`src/rtl/riscv_pkg.sv`:
```
// Shared pipeline definitions: register address width, x0, and the
// in-flight destination entry tracked by the decode-stage hazard unit.
package riscv_pkg;

    localparam int REG_ADDR_W = 5;

    localparam logic [REG_ADDR_W-1:0] X0 = 5'd0;

    // One tracked pipeline slot: does it hold a register write, and to which register.
    typedef struct packed {
        logic                  valid;
        logic [REG_ADDR_W-1:0] rd;
    } sb_entry_t;

endpackage

```
`src/rtl/raw_hazard_scoreboard_if.sv`:
```
// ID-stage <-> hazard unit bundle. The ID stage (master) presents the decoded
// instruction and flush; the scoreboard (slave) returns stall/bubble/busy status.
interface raw_hazard_scoreboard_if #(
    parameter int CNT_WIDTH = 32
);
    import riscv_pkg::*;

    logic                  id_valid_i;
    logic [REG_ADDR_W-1:0] id_rs1_addr_i;
    logic                  id_rs1_used_i;
    logic [REG_ADDR_W-1:0] id_rs2_addr_i;
    logic                  id_rs2_used_i;
    logic [REG_ADDR_W-1:0] id_rd_addr_i;
    logic                  id_rd_wren_i;
    logic                  flush_i;
    logic                  stall_o;
    logic                  bubble_o;
    logic [31:0]           busy_o;
    logic [CNT_WIDTH-1:0]  stall_cycles_o;

    modport master (
        output id_valid_i, id_rs1_addr_i, id_rs1_used_i, id_rs2_addr_i, id_rs2_used_i,
               id_rd_addr_i, id_rd_wren_i, flush_i,
        input  stall_o, bubble_o, busy_o, stall_cycles_o
    );

    modport slave (
        input  id_valid_i, id_rs1_addr_i, id_rs1_used_i, id_rs2_addr_i, id_rs2_used_i,
               id_rd_addr_i, id_rd_wren_i, flush_i,
        output stall_o, bubble_o, busy_o, stall_cycles_o
    );

endinterface

```
`src/rtl/raw_hazard_scoreboard_sb_match.sv`:
```
// Compares one source register address against every tracked in-flight
// destination. x0 and unused sources never report a hit.
module sb_match
    import riscv_pkg::*;
#(
    parameter int NUM_STAGES = 3
) (
    input  sb_entry_t [NUM_STAGES-1:0] entries,
    input  logic [REG_ADDR_W-1:0]      addr,
    input  logic                       used,
    output logic                       hit
);

    logic any_match;

    // OR-reduce the per-entry address match; duplicates of one rd collapse to a single hit.
    always_comb begin
        any_match = 1'b0;
        for (int k = 0; k < NUM_STAGES; k++) begin
            if (entries[k].valid && (entries[k].rd == addr)) begin
                any_match = 1'b1;
            end
        end
    end

    assign hit = used & (addr != X0) & any_match;

endmodule

```
`src/rtl/raw_hazard_scoreboard.sv`:
```
// Decode-stage RAW hazard unit for the non-forwarding 5-stage pipeline.
// Tracks the destinations of the EX/MEM/WB instructions and holds the ID
// instruction while any of its sources still has a pending write. WB counts
// as pending because the register file reads the old value on the write cycle.
module raw_hazard_scoreboard
    import riscv_pkg::*;
#(
    parameter int NUM_STAGES = 3,
    parameter int CNT_WIDTH  = 32
) (
    input  logic             clk_i,
    input  logic             rst_ni,
    raw_hazard_scoreboard_if.slave sb
);

    sb_entry_t [NUM_STAGES-1:0] entries;
    logic                       hit1;
    logic                       hit2;
    logic                       stall;
    logic                       issue;
    logic                       new_valid;
    logic [31:0]                busy;
    logic [CNT_WIDTH-1:0]       stall_cnt;

    sb_match #(.NUM_STAGES(NUM_STAGES)) u_match_rs1 (
        .entries (entries),
        .addr    (sb.id_rs1_addr_i),
        .used    (sb.id_rs1_used_i),
        .hit     (hit1)
    );

    sb_match #(.NUM_STAGES(NUM_STAGES)) u_match_rs2 (
        .entries (entries),
        .addr    (sb.id_rs2_addr_i),
        .used    (sb.id_rs2_used_i),
        .hit     (hit2)
    );

    // Flush wins over stall: the killed ID instruction must not hold the PC.
    // Outputs are forced quiet while reset is held, even if flush is asserted.
    assign stall     = rst_ni & sb.id_valid_i & (hit1 | hit2) & ~sb.flush_i;
    assign issue     = sb.id_valid_i & ~stall & ~sb.flush_i;
    assign new_valid = issue & sb.id_rd_wren_i & (sb.id_rd_addr_i != X0);

    // Shift the tracker one stage per clock; a stall or flush shifts in a bubble.
    always_ff @(posedge clk_i or negedge rst_ni) begin
        if (!rst_ni) begin
            for (int k = 0; k < NUM_STAGES; k++) begin
                entries[k] <= '0;
            end
        end else begin
            entries[0] <= {new_valid, sb.id_rd_addr_i};
            for (int k = 1; k < NUM_STAGES; k++) begin
                entries[k] <= entries[k-1];
            end
        end
    end

    // Decode the valid entries into a per-register pending-write mask.
    always_comb begin
        busy = '0;
        for (int k = 0; k < NUM_STAGES; k++) begin
            if (entries[k].valid) begin
                busy[entries[k].rd] = 1'b1;
            end
        end
        busy[0] = 1'b0;
    end

    // Count stalled cycles, sticking at all-ones instead of wrapping.
    always_ff @(posedge clk_i or negedge rst_ni) begin
        if (!rst_ni) begin
            stall_cnt <= '0;
        end else if (stall && (stall_cnt != {CNT_WIDTH{1'b1}})) begin
            stall_cnt <= stall_cnt + 1'b1;
        end
    end

    assign sb.stall_o        = stall;
    assign sb.bubble_o       = rst_ni & (stall | sb.flush_i);
    assign sb.busy_o         = busy;
    assign sb.stall_cycles_o = stall_cnt;

endmodule
```
`src/flat_wrapper.sv`:
```
// flat-port wrapper written by rule: the top's interface ports become plain ports
module raw_hazard_scoreboard_flat import riscv_pkg::*;
#(
    parameter int NUM_STAGES = 3,
    parameter int CNT_WIDTH  = 32
)
  (clk_i, rst_ni, sb_id_valid_i, sb_id_rs1_addr_i, sb_id_rs1_used_i, sb_id_rs2_addr_i, sb_id_rs2_used_i, sb_id_rd_addr_i, sb_id_rd_wren_i, sb_flush_i, sb_stall_o, sb_bubble_o, sb_busy_o, sb_stall_cycles_o);
  raw_hazard_scoreboard_if #(.CNT_WIDTH(CNT_WIDTH)) sb_i ();
  input  logic clk_i;
  input  logic rst_ni;
  input wire logic [$bits(sb_i.id_valid_i)-1:0] sb_id_valid_i;
  input wire logic [$bits(sb_i.id_rs1_addr_i)-1:0] sb_id_rs1_addr_i;
  input wire logic [$bits(sb_i.id_rs1_used_i)-1:0] sb_id_rs1_used_i;
  input wire logic [$bits(sb_i.id_rs2_addr_i)-1:0] sb_id_rs2_addr_i;
  input wire logic [$bits(sb_i.id_rs2_used_i)-1:0] sb_id_rs2_used_i;
  input wire logic [$bits(sb_i.id_rd_addr_i)-1:0] sb_id_rd_addr_i;
  input wire logic [$bits(sb_i.id_rd_wren_i)-1:0] sb_id_rd_wren_i;
  input wire logic [$bits(sb_i.flush_i)-1:0] sb_flush_i;
  output wire logic [$bits(sb_i.stall_o)-1:0] sb_stall_o;
  output wire logic [$bits(sb_i.bubble_o)-1:0] sb_bubble_o;
  output wire logic [$bits(sb_i.busy_o)-1:0] sb_busy_o;
  output wire logic [$bits(sb_i.stall_cycles_o)-1:0] sb_stall_cycles_o;
  assign sb_i.id_valid_i = sb_id_valid_i;
  assign sb_i.id_rs1_addr_i = sb_id_rs1_addr_i;
  assign sb_i.id_rs1_used_i = sb_id_rs1_used_i;
  assign sb_i.id_rs2_addr_i = sb_id_rs2_addr_i;
  assign sb_i.id_rs2_used_i = sb_id_rs2_used_i;
  assign sb_i.id_rd_addr_i = sb_id_rd_addr_i;
  assign sb_i.id_rd_wren_i = sb_id_rd_wren_i;
  assign sb_i.flush_i = sb_flush_i;
  assign sb_stall_o = sb_i.stall_o;
  assign sb_bubble_o = sb_i.bubble_o;
  assign sb_busy_o = sb_i.busy_o;
  assign sb_stall_cycles_o = sb_i.stall_cycles_o;
  raw_hazard_scoreboard #(.NUM_STAGES(NUM_STAGES), .CNT_WIDTH(CNT_WIDTH)) u_core (.clk_i(clk_i), .rst_ni(rst_ni), .sb(sb_i));
endmodule
```
`config.mk`:
```
export PLATFORM = sky130hd
export DESIGN_NAME = raw_hazard_scoreboard_flat
export DESIGN_NICKNAME = d
export VERILOG_FILES = /design/src/rtl/riscv_pkg.sv /design/src/rtl/raw_hazard_scoreboard_if.sv /design/src/rtl/raw_hazard_scoreboard_sb_match.sv /design/src/rtl/raw_hazard_scoreboard.sv /design/src/flat_wrapper.sv
export SDC_FILE = /design/constraint.sdc
export NUM_CORES = 1
export LEC_CHECK = 0
export CAP_MARGIN = 20
export CORE_ASPECT_RATIO = 2
export CORE_MARGIN = 10
export CORE_UTILIZATION = 52
export CTS_BUF_LIST = sky130_fd_sc_hd__clkbuf_2 sky130_fd_sc_hd__clkbuf_4 sky130_fd_sc_hd__clkbuf_8
export DETAILED_ROUTE_END_ITERATION = 12
export PLACE_DENSITY = 0.85
export SLEW_MARGIN = 20
export SYNTH_ARGS = -nofsm -noshare
export SYNTH_HDL_FRONTEND = slang
export SYNTH_SLANG_ARGS = --single-unit
```
`constraint.sdc`:
```
create_clock -name clk_i -period 5.9 [get_ports clk_i]
set_input_delay 0.885 -clock clk_i [delete_from_list [all_inputs] [get_ports clk_i]]
set_output_delay 0.885 -clock clk_i [all_outputs]
set_load 0.02 [all_outputs]
```
* Word level (Yosys, flattened, before mapping)
Cells that the tools add are included.
Word-level totals: bits in registers 50, memories kept 0, RAM bits 0, output and inout port bits 66, memory bits (read-only) 0, input bits 22, word-level logic and storage cells 67, latch bits 0
Cells by class: equality and inequality tests 7, $lt $le $gt $ge 6, reductions and logical operators 13, add/subtract/negate cells 1, bitwise operators 18, multiplexer cells 15, shift operators 0, div/mod/pow operators 0, $mul 0
Operator list (number):
- 32-bit 2-to-1 mux | 3
- 32-bit bitwise OR | 2
- 32-bit by 1-bit adder with 32-bit output (second input constant) | 1
- 32-bit != test (second input constant) | 1
- 5-bit == test | 6
- 5-bit by 6-bit less-than comparator with 1-bit output (second input constant) | 3
- 1-bit demux with 5-bit select | 3
- 5-bit by 1-bit greater-or-equal comparator with 1-bit output (second input constant) | 3
- 5-bit nonzero test | 3
- 1-bit bitwise AND | 12
- 1-bit logical AND | 10
- 1-bit 2-to-1 mux | 9
- 1-bit inverter | 2
- 1-bit bitwise OR | 2

* Logic depth before layout (Yosys ltp)
Gate-level depths: netlist of the first run.
word-level depth 14, gate-level depth with buffers 9

* Cells and area by module
Synthesis of the first run repeated with hierarchy kept, for this count alone.
Unflattened totals: cell total of the unflattened synthesis 365, area, all modules 3268.1 sq um
By module, submodules not included:
- raw_hazard_scoreboard | cells each 317, sequential area each 1251.2 sq um, times used 1, area each 2887.8 sq um
- sb_match | cells each 24, sequential area each 0.0 sq um, times used 2, area each 190.2 sq um

* Worst setup path after synthesis of the first run
OpenSTA, ideal clock, no wires.
kind input -> output, start input sb_id_rs1_addr_i[4], end output sb_bubble_o, data arrival time 2.092 ns, path buffers 0, required time 5.015 ns, slack 2.923 ns, stages 7, path through xor2_1 nor4_1 nand3_1 a31o_2 nand2_1 nor2_1 nor2b_1
On the way: longest elaborated chain between the ends 11
RTL lines:
- from (decl) | line flat_wrapper.sv:12 | input wire logic [$bits(sb_i.id_rs1_addr_i)-1:0] sb_id_rs1_addr_i;
- 5-bit == test | line raw_hazard_scoreboard_sb_match.sv:20 | if (entries[k].valid && (entries[k].rd == addr)) begin
- 1-bit logical AND | line raw_hazard_scoreboard_sb_match.sv:20
- 1-bit 2-to-1 mux (3 in series) | line raw_hazard_scoreboard_sb_match.sv:20
- 1-bit bitwise AND (*) | line raw_hazard_scoreboard_sb_match.sv:26 | assign hit = used & (addr != X0) & any_match;
- 1-bit bitwise OR (*) | line raw_hazard_scoreboard.sv:41 | assign stall = rst_ni & sb.id_valid_i & (hit1 | hit2) & ~sb.flush_i;
- 1-bit bitwise AND (*) (2 in series) | line raw_hazard_scoreboard.sv:41
- 1-bit bitwise OR (*) | line raw_hazard_scoreboard.sv:80 | assign sb.bubble_o = rst_ni & (stall | sb.flush_i);
- 1-bit bitwise AND (*) | line raw_hazard_scoreboard.sv:80
- to (decl) | line flat_wrapper.sv:20 | output wire logic [$bits(sb_i.bubble_o)-1:0] sb_bubble_o;
Every way passes the cells marked *; elsewhere a longest branch is shown, timed or not.

* Worst setup path after layout of the first run
start input sb_id_rs1_addr_i[4], end output sb_stall_o
On the way: longest elaborated chain between the ends 9
RTL lines:
- 5-bit == test | line raw_hazard_scoreboard_sb_match.sv:20
- 1-bit logical AND | line raw_hazard_scoreboard_sb_match.sv:20
- 1-bit 2-to-1 mux (3 in series) | line raw_hazard_scoreboard_sb_match.sv:20
- 1-bit bitwise AND (*) | line raw_hazard_scoreboard_sb_match.sv:26
- 1-bit bitwise OR (*) | line raw_hazard_scoreboard.sv:41
- 1-bit bitwise AND (*) (2 in series) | line raw_hazard_scoreboard.sv:41
- to (decl) | line flat_wrapper.sv:19 | output wire logic [$bits(sb_i.stall_o)-1:0] sb_stall_o;
Marked as above.

==> metrics.yaml, run 1 <==
grt:
  grt_pass1_wl_um: 16620
  grt_pass1_vias: 3129
  grt_usage_pct: 22.28
  grt_antenna_before_repair: 0
  grt_max_degree: 28
  grt.overflow.total: 0
sta:
  finClkSkew_ps: 8.447
  post-route-min-period_ps: 4161
  fmax_mhz: 240.3
  tightest_slew_ps: 1078
  relSlewSlack_pct: 27.98
  rsz0062_at_grt: "false"
  slew_viol_final: 0
  hold_viol: 0
  tns_ps: 0
  fin_crit_sh_pct: 70.53
  setup_violations: 0
  setup_ws_ps: 1739
synthesis:
  seq_area_frac_synth_pct: 39.06
  yosys-top-cells-area: "dfrtp_1, nand2_1, xnor2_1"
  avgSynthCellArea_um2: 9.152
  synth_edf_count: 0
  syn-num-nets: 373
  synth-async-reset-ratio_pct: 100.0
  syn_inst: 350
  yosys.area.top_type_share_pct: 39.06
  synth_ff_type: "dfrtp_1"
  yosys_warnings: 0
  yosysTopAreaCell: "dfrtp_1"
  ys_ff_latch: 50
  synth_area_um2: 3203
  ys_types: 36
power:
  ir_drop_mv: 0.2049
  powerDensity_nw_per_um2: 165.2
  leakagePower_nw: 1.795
layout:
  stdcell_area_um2: 4148
  n_antenna_cell: 0
  final_nets: 448
  area_growth_pct: 29.49
  drive_gt1_share_pct: 4.460
min_path:
  hp-class: "reg -> reg"
run_status:
  status: "finished clean"
detailed_routing:
  postRouteAntennaNets: 0
  drc: 0
  drt-total-wl_um: 10670
  vias_per_cell: 6.112
  post_drt_wl_per_cell_um: 21.83
  dr_total_vias: 2989
  first_iter_violations: 201
  firstDrtPassIters: 4
die:
  design.core.area_um2: 6006
  io_pins: 88
  row_count: 40
  die_h_um: 131.0
  die_w_um: 75.50
  dieArea_um2: 9889
  initial_core_util_pct: 53.33
setup_path:
  arrival_ps: 3280
  reg2reg_slack_ps: 3220
  worstSetupStartpointType: "input pin"
  cp_max_fo: 5
  cp.required_ps: 5020
  crit_type: "in -> out"
  critPathCaptureType: "output port"
cts:
  path_clk_slew_ps: 80
  hold_buffers: 0
  clkLatencyLatePin_ps: 310
  h-tree-depth: 2
  clockBufferDepth: 2
  cts_tree: "built"
  cts-buffers-inserted: 5
  clock_sinks: 50
  cts_resized: 0
  cts_root_buf: "clkbuf_8"
  cts_setup_buffers: 0
placed_design:
  hpwl_um: 8279
  dp_slack_ps: 1748
  place_congestion: 0.9852
  placed_area_um2: 4034
  numPortBuffers: 86
job:
  max_cap_viol_count: 0
-- layout make-up --
class | instances | area [µm²]
fillers | 505 | 1858
multi-input cells | 278 | 1834
flip-flops and latches | 50 | 1251
repair buffers | 87 | 863.3
well taps | 63 | 78.83
clock buffers | 5 | 68.82
clock inverters | 3 | 40.04
inverters | 3 | 11.26
-- synth_stat cells, types with 2 or more instances --
cell        n
clkbuf_1    8
nand4_1    10
nor3_1      4
buf_4       3
xnor2_1    31
nand2_1    74
or4_1       3
mux2_2      2
buf_2       5
a222oi_1    2
and3_1     16
xor2_1     29
o2111ai_1   2
nand2b_1    2
nor3b_1    12
nor2_1     10
nand3_1    19
dfrtp_1    50
buf_6       3
and4_1      4
nor4_1      7
a22oi_1    29
and3b_1     9
nor2b_1     2
inv_1       3
-- per-layer routing --
| layer | global-route usage [%] | vias to the layer above | wire, µm |
|---|---|---|---|
| li1 | - | 1385 | - |
| met4 | 12.21 | 0 | 358 |
| met1 | 20.45 | 1450 | 3734 |
| met5 | 0 | - | 0 |
| met3 | 4.758 | 29 | 728 |
| met2 | 42.48 | 125 | 5852 |
-- critical path, stage by stage --
cell and delay, ps:
clkdlybuf4s50_1 520, xor2_1 190, nor4_1 320, nand3_1 120, a31o_2 340, a21o_1 220, inv_1 70, clkdlybuf4s50_1 610
-- per-stage QoR --
step / power (W) / cells / hold WS [ps] / utilization [%]
after detailed placement: 0.0004539 / 481 / 480.2 / 67.17
after global placement: 0.0004537 / 481 / 477.3 / 67.17
final: 0.0006854 / 489 / 501.4 / 69.06
after floorplan: 0.0004101 / 350 / 348.7 / -
after CTS: 0.0006886 / 489 / 498.3 / 68.98
after global routing: 0.0007111 / 489 / 522.0 / 69.06
-- worst paths after layout --
| path | startpoint | end | cells past startpoint |
|---|---|---|---|
| min in group asynchronous | rst_ni | u_core.sb.stall_cycles_o[6]$_DFFE_PN0P_ | 1 |
| hold reg to reg | u_core.sb.stall_cycles_o[18]$_DFFE_PN0P_ | u_core.sb.stall_cycles_o[18]$_DFFE_PN0P_ | 1 |
| setup reg to reg | u_core.entries[2]$_DFF_PN0_ | u_core.sb.stall_cycles_o[23]$_DFFE_PN0P_ | 7 |
| setup / recovery | sb_id_rs1_addr_i[4] | sb_stall_o | 8 |
| max in group asynchronous | rst_ni | u_core.sb.stall_cycles_o[12]$_DFFE_PN0P_ | 2 |
| hold / removal | u_core.sb.stall_cycles_o[18]$_DFFE_PN0P_ | u_core.sb.stall_cycles_o[18]$_DFFE_PN0P_ | 1 |
-- logic make-up after synthesis --
family	after synthesis	synth area share, %
DFF	50	39.06
and+or+nand+nor	173	28.13
adders and majority gates	1	0.3906
xor gates and xnor gates	60	16.41
AOI/OAI and AO/OA	41	11.37
muxes	2	0.7031
other	1	0.1171
buffers and inverters	22	3.828
-- power by group --
part / internal [W] / leakage (nW) / total [W] / switching (W)
Combinational: 0.0000359 / 1.07 / 0.0000784 / 0.0000425
Sequential: 0.000349 / 0.662 / 0.000370 / 0.0000208
Clock: 0.000125 / 0.0579 / 0.000237 / 0.000112
-- cell usage in the layout (no fill, tap or decap), types with 11 or more instances in the layout --
cell,instances
a22oi_1,29
xnor2_1,31
nor3b_1,11
nand3_1,19
xor2_1,29
and3_1,16
clkdlybuf4s50_1,85
dfrtp_1,50
nand2_1,74
-- sequential cells by signal, summed over array words and instances (netlist names) --
register / cells
u_core.sb.stall_cycles_o: 32
u_core.entries: 18
(Power assumes the default switching activity.)
==> run 2: changes to the inputs <==
- CORE_UTILIZATION: 52 -> 45
- PLACE_DENSITY: 0.85 -> 0.79
- clock period: 5.9 -> 3.75 ns (I/O delays scaled with it)
==> run 2 against run 1 <==
Against the previous run: clock power grew 37%; combinational power grew 63%; non-clock buffer count grew 5; utilization shrank 8.6 points; highest routed layer unchanged; global-route usage shrank 4.0 points; sequential cell count is the same; final area grew 1.2%; clock skew shrank 0.52 ps; hold slack lost 380 ps; via count shrank 1.2%.
==> metrics.yaml, run 2 (synthesized netlist as in run 1, its figures left out) <==
job:
  max_cap_viol_count: 0  # unchanged
sta:
  finClkSkew_ps: 7.925  # -0.5221 ps
  post-route-min-period_ps: 3494
  fin_crit_sh_pct: 93.18
  setup_violations: 0  # unchanged
  fmax_mhz: 286.2
  hold_viol: 0  # unchanged
  relSlewSlack_pct: 47.24  # +19 points
  tns_ps: 0  # unchanged
  slew_viol_final: 0  # unchanged
  tightest_slew_ps: 788.5  # -289.5 ps
  whs_ps: 118.9  # -382.5 ps
  rsz0062_at_grt: "false"
  setup_ws_ps: 255.8  # -1483 ps
setup_path:
  critPathCaptureType: "output port"
  path_delay_family: "buffers and inverters"
  worstSetupStartpointType: "input pin"
  cp.required_ps: 3190  # -1830 ps
  crit_start: "sb_id_rs2_addr_i[2]"
  path_buf_inv: 3  # unchanged
  critPathMostFrequentCell: "clkdlybuf4s50_1"
  timing.rr.start: "u_core.entries[8]$_DFF_PN0_"
  crit_type: "in -> out"
  critical-path-max-stage-delay_ps: 610  # about the same
  arrival_ps: 2930  # -350 ps
  cp_max_fo: 5  # unchanged
  cp_cell_sequence: "clkdlybuf4s50_1 > xor2_1 > nor4_1 > nand3_1 > a31o_4 > a21o_1 > inv_1 > clkdlybuf4s50_1"
  cp_slowest_cell: "clkdlybuf4s50_1"
cts:
  cts-buffers-inserted: 5  # unchanged
  hold_buffers: 0  # unchanged
  path_clk_slew_ps: 100  # +20 ps
  cts_tree: "built"
  clkLatencyLatePin_ps: 310  # about the same
  cts_setup_buffers: 0  # unchanged
  cts_root_buf: "clkbuf_8"
  cts_resized: 0  # unchanged
  clockBufferDepth: 2  # unchanged
  h-tree-depth: 2  # unchanged
  clock_sinks: 50  # unchanged
power:
  leakagePower_nw: 1.802  # +0.41%
  ir_drop_mv: 0.3313  # +62%
  powerDensity_nw_per_um2: 245.4  # +48%
detailed_routing:
  routed.top_layer: "met4"
  firstDrtPassIters: 6  # +2
  dr_total_vias: 2954  # -1.2%
  wl_met2_um: 5224  # -11%
  wl_met3_um: 893  # +23%
  drc: 0  # unchanged
  postRouteAntennaNets: 0  # unchanged
  wl_met1_um: 3590  # -3.9%
  drt-total-wl_um: 10150  # -4.9%
  first_iter_violations: 228  # +13%
  post_drt_wl_per_cell_um: 19.49  # -11%
  vias_per_cell: 5.670  # -7.2%
die:
  initial_core_util_pct: 46.15  # -7.2 points
  die_w_um: 79.66  # +5.5%
  die_h_um: 139.3  # +6.4%
  row_count: 43  # +7.5%
  dieArea_um2: 11100  # +12%
  io_pins: 88  # unchanged
  design.core.area_um2: 6940  # +16%
placed_design:
  placed_area_um2: 4105  # +1.8%
  place_congestion: 1.033  # +4.9%
  hpwl_um: 8011  # -3.2%
  numPortBuffers: 86  # unchanged
  dp_slack_ps: 275.2  # -1473 ps
grt:
  grt_pass1_wl_um: 16480  # -0.83%
  grt.overflow.total: 0  # unchanged
  grt_antenna_before_repair: 0  # unchanged
  grt_max_degree: 42  # +50%
  grt_pass1_vias: 3146  # +0.54%
  grt_usage_pct: 18.31  # -4.0 points
layout:
  stdcell_area_um2: 4198  # +1.2%
  layout_commonest_cell: "clkdlybuf4s50_1"
  area_growth_pct: 31.05
  final_nets: 453  # +1.1%
  largest_reg_flops: 32  # unchanged
  fillers: 610  # +21%
  drive_gt1_share_pct: 5.336  # +0.88 points
  layout_common_cells: "clkdlybuf4s50_1, nand2_1, dfrtp_1"
  n_antenna_cell: 0  # unchanged
run_status:
  status: "finished clean"
min_path:
  hp-class: "in -> async"
-- run 2: cell count changes in the layout (fill, tap and decap cells not counted), sizes merged --
cell      delta
clkinv       -2
bufinv       -1
inv          +1
buf          +5
clkinvlp     +2
-- run 2: final timing paths --
path,endpoint,slack [ps],cells after the start
worst min-delay path,u_core.sb.stall_cycles_o[29]$_DFFE_PN0P_,120,1
min in group clk_i,u_core.sb.stall_cycles_o[21]$_DFFE_PN0P_,500,1
worst min register to register,u_core.sb.stall_cycles_o[21]$_DFFE_PN0P_,500,1
max in group asynchronous,u_core.entries[2]$_DFF_PN0_,2830,2
worst max register to register,u_core.sb.stall_cycles_o[31]$_DFFE_PN0P_,1110,7
worst max-delay path,sb_stall_o,260,8
-- run 2: final cells by class --
type                       instances  area [µm²]  share of cell area [%]
clock buffer                       5       68.82                   1.639
inverter                           3       11.26                  0.2683
multi-input combinational        278        1829                   43.58
timing repair buffer              92       900.9                   21.46
tap                               90       112.6                   2.683
clock inverter                     3       23.77                  0.5663
sequential                        50        1251                   29.81
-- run 2: power by group --
part / leakage, nW / internal (W) / switching (W)
registers: 0.662 / 0.000549 / 0.0000273
clock network: 0.0408 / 0.000134 / 0.000192
logic: 1.10 / 0.0000583 / 0.0000698
total: 1.80 / 0.000741 / 0.000289
-- run 2: per-layer routing --
layer  global-route usage, %  vias to the layer above
met3                   5.290                       39
met5                       0                        -
met1                   17.99                     1353
li1                        -                     1398
met4                   9.402                        0
met2                   32.90                      164
-- run 2: per-stage QoR --
| stage | power, W | util (%) | cells |
|---|---|---|---|
| 6_report | 0.001030 | 60.48 | 521 |
| 5_1_grt | 0.001074 | 60.48 | 521 |
| 2_1_floorplan | 0.0006452 | - | 350 |
| 4_1_cts | 0.001036 | 60.48 | 521 |
| 3_3_place_gp | 0.0007115 | 59.15 | 513 |
| 3_5_place_dp | 0.0007131 | 59.15 | 513 |
==> run 3: changes to the inputs <==
- CORE_ASPECT_RATIO: 2 -> not set
- CORE_UTILIZATION: 45 -> 46
- PLACE_DENSITY: 0.79 -> 0.8
- SYNTH_HIERARCHICAL: not set -> 1
==> run 3 against run 2 <==
Against the previous run: die area decreased by 2.0%; count of clock-buffer cells in the layout is the same; wire length shrank 3.4%; total power increased by 0.51%; worst setup slack worse by 5.6 ps; clock power rose by 2%; critical path depth unchanged; sequential share of layout area fell by 0.95 points; synthesized area increased by 2.0%; synthesized cell count rose by 4.3%; critical endpoint is now sb_bubble_o; first-iteration DRC count decreased by 2.2%; hold slack got worse by 2.0 ps.
==> metrics.yaml, run 3 <==
run_status:
  status: "finished clean"
layout:
  n_antenna_cell: 0  # unchanged
  instances_no_fill: 551  # +5.8%
  final_nets: 477  # +5.3%
  multi_input_area_um2: 1972  # +7.8%
  register_area_um2: 1251  # unchanged
  largest_reg_flops: 32  # unchanged
  area_growth_pct: 32.70
  drive_gt1_share_pct: 5.934  # +0.60 points
  layout_commonest_cell: "clkdlybuf4s50_1"
  fillers: 602  # -1.3%
  layout_common_cells: "clkdlybuf4s50_1, nand2_1, dfrtp_1"
setup_path:
  cp_max_fo: 4  # -1
  critPathCaptureType: "output port"
  rr_worst_depth: 10  # +3
  crit_type: "in -> out"
  arrival_ps: 2940  # about the same
  timing.rr.start: "u_core/entries[3]$_DFF_PN0_"
  cp.required_ps: 3190  # about the same
  crit_start: "sb_id_rs2_addr_i[4]"
  worstSetupStartpointType: "input pin"
synthesis:
  synth_ff_type: "dfrtp_1"
  synth_area_um2: 3268  # +2.0%
  synth_edf_count: 0  # unchanged
  yosys.area.top_type_share_pct: 38.28  # -0.78 points
  synth-async-reset-ratio_pct: 100.0  # unchanged
  avgSynthCellArea_um2: 8.954  # -2.2%
  syn-num-nets: 388  # +4.0%
  synth.most_common_cell: "nand2_1"
  ys_types: 41  # +14%
  syn_inst: 365  # +4.3%
  ys_ff_latch: 50  # unchanged
  yosysTopAreaCell: "dfrtp_1"
  seq_area_frac_synth_pct: 38.28  # -0.78 points
  yosys-top-cells-area: "dfrtp_1, xor2_1, nand2_1"
  synth_top_cells_by_count: "nand2_1, dfrtp_1, xor2_1"
  yosys_warnings: 6  # +6
sta:
  tns_ps: 0  # unchanged
  whs_ps: 116.9  # -1.990 ps
  setup_violations: 0  # unchanged
  relSlewSlack_pct: 30.53  # -17 points
  fin_crit_sh_pct: 93.33  # +0.15 points
  finClkSkew_ps: 9.289  # +1.364 ps
  rsz0062_at_grt: "false"
  fmax_mhz: 285.7  # -0.16%
  slew_viol_final: 0  # unchanged
  hold_viol: 0  # unchanged
  post-route-min-period_ps: 3500  # +5.617 ps
  setup_ws_ps: 250.1  # -5.617 ps
  tightest_slew_ps: 1040  # +251.3 ps
grt:
  grt_antenna_before_repair: 0  # unchanged
  use_met1_pct: 20.68  # +2.7 points
  grt_usage_pct: 17.34  # -0.97 points
  grtUsageMet2_pct: 29.10  # -3.8 points
  grt_busiest_layer: "met2"
  grt_pass1_wl_um: 16260  # -1.3%
  grt_pass1_vias: 3308  # +5.1%
  use_met3_pct: 4.895  # -0.40 points
  grt.overflow.total: 0  # unchanged
  grt_max_degree: 41  # -2.4%
die:
  die_w_um: 104.3  # +31%
  die_h_um: 104.3  # -25%
  io_pins: 88  # unchanged
  initial_core_util_pct: 47.84  # +1.7 points
  design.core.area_um2: 6832  # -1.6%
  row_count: 30  # -30%
  dieArea_um2: 10880  # -2.0%
cts:
  cts-buffers-inserted: 5  # unchanged
  clkLatencyLatePin_ps: 310  # about the same
  cts_root_buf: "clkbuf_8"
  path_clk_slew_ps: 100  # about the same
  clockBufferDepth: 2  # unchanged
  h-tree-depth: 2  # unchanged
  cts_tree: "built"
  clock_sinks: 50  # unchanged
power:
  leakagePower_nw: 1.950  # +8.2%
  ir_drop_mv: 0.2145  # -35%
  intPower_w: 0.0007464  # +0.70%
  powerDensity_nw_per_um2: 238.7  # -2.7%
  comb_power_share_pct: 11.9  # -0.5 points
  p_switching_w: 0.0002889  # about the same
  p_seq_share_pct: 56.0  # about the same
  power.total_w: 0.001035  # +0.51%
  p_sw_share_pct: 27.90  # -0.13 points
  clkPwrFrac_pct: 32.1  # +0.5 points
detailed_routing:
  vias_per_cell: 5.753  # +1.5%
  dr_total_vias: 3170  # +7.3%
  post_drt_wl_per_cell_um: 17.80  # -8.7%
  drc: 0  # unchanged
  first_iter_violations: 223  # -2.2%
  firstDrtPassIters: 5  # -1
  postRouteAntennaNets: 0  # unchanged
  drt-total-wl_um: 9806  # -3.4%
job:
  max_cap_viol_count: 0  # unchanged
min_path:
  hp-class: "in -> async"
placed_design:
  dp_cells: 543  # +5.8%
  place_congestion: 0.8736  # -15%
  hpwl_um: 7325  # -8.6%
  numPortBuffers: 86  # unchanged
  dp_slack_ps: 122.2  # -152.9 ps
==> run 3: changes by cell type after synthesis, moves of 3 or more <==
| cell | previous run | this run |
|---|---|---|
| nor3_1 | 4 | 8 |
| clkbuf_1 | 8 | 5 |
| buf_2 | 5 | 0 |
| nand2_1 | 74 | 81 |
| xor2_1 | 29 | 38 |
| nor2_1 | 10 | 18 |
| nor3_2 | 0 | 4 |
| buf_6 | 3 | 0 |
| xnor2_1 | 31 | 22 |
| and4_1 | 4 | 1 |
==> run 3: worst max-delay path: stages <==
cell,delay (ps)
clkdlybuf4s50_1,520
xor2_1,230
nor4_2,250
nand3_1,120
a31oi_1,310
o21a_1,190
o21a_1,130
clkdlybuf4s50_1,620
==> run 3: what timing repair did <==
action                     CTS  global route
setup endpoints to repair    0             1
gates resized for setup      0             1
hold buffers                 0             0
buffers inserted             0             0
==> run 3: metrics by stage <==
| stage | instance area (µm²) | utilization (%) |
|---|---|---|
| 6_report | 4337 | 63.48 |
| 5_1_grt | 4337 | 63.48 |
| 4_1_cts | 4334 | 63.44 |
| 3_5_place_dp | 4237 | 62.01 |
| 3_3_place_gp | 4237 | 62.01 |
| 2_1_floorplan | 3268 | - |
==> run 3: area by class of cell <==
cell class | instances | area share (%)
Sequential cell | 50 | 28.85
Inverter | 2 | 0.1731
Clock buffer | 5 | 1.587
Multi-Input combinational cell | 305 | 45.47
Tap cell | 96 | 2.770
Clock inverter | 3 | 0.6636
Timing Repair Buffer | 90 | 20.48
==> run 3: metal layers <==
layer	vias up	routed length, µm
met2	176	4543
met5	-	0
li1	1474	-
met4	0	208
met1	1498	4199
met3	22	855
==> run 3: kinds of logic after synthesis <==
| group | Yosys count | synth area share [%] |
|---|---|---|
| AOI/OAI and AO/OA | 39 | 8.729 |
| xor gates and xnor gates | 61 | 16.58 |
| adders and majority gates | 1 | 0.3828 |
| buffers and inverters | 10 | 1.378 |
| DFF | 50 | 38.28 |
| muxes | 1 | 0.3445 |
| other | 1 | 0.1147 |
| and+or+nand+nor | 202 | 34.19 |
==> run 3: final timing paths <==
kind / endpoint / slack, ps
hold / removal: u_core/sb.stall_cycles_o[21]$_DFFE_PN0P_ / 120
setup reg to reg: u_core/sb.stall_cycles_o[18]$_DFFE_PN0P_ / 840
hold reg to reg: u_core/sb.stall_cycles_o[19]$_DFFE_PN0P_ / 510
setup / recovery: sb_bubble_o / 250
max in group asynchronous: u_core/entries[16]$_DFF_PN0_ / 2860
min in group clk_i: u_core/sb.stall_cycles_o[19]$_DFFE_PN0P_ / 510
==> run 3: power groups by stage <==
stage                     Clock [W]  Combinational, W  Sequential (W)
final                      0.000333          0.000123        0.000579
after global routing       0.000363          0.000134        0.000581
after CTS                  0.000341          0.000123        0.000579
after detailed placement          0          0.000123        0.000589
after global placement            0          0.000119        0.000589
after floorplan                   0         0.0000596        0.000580
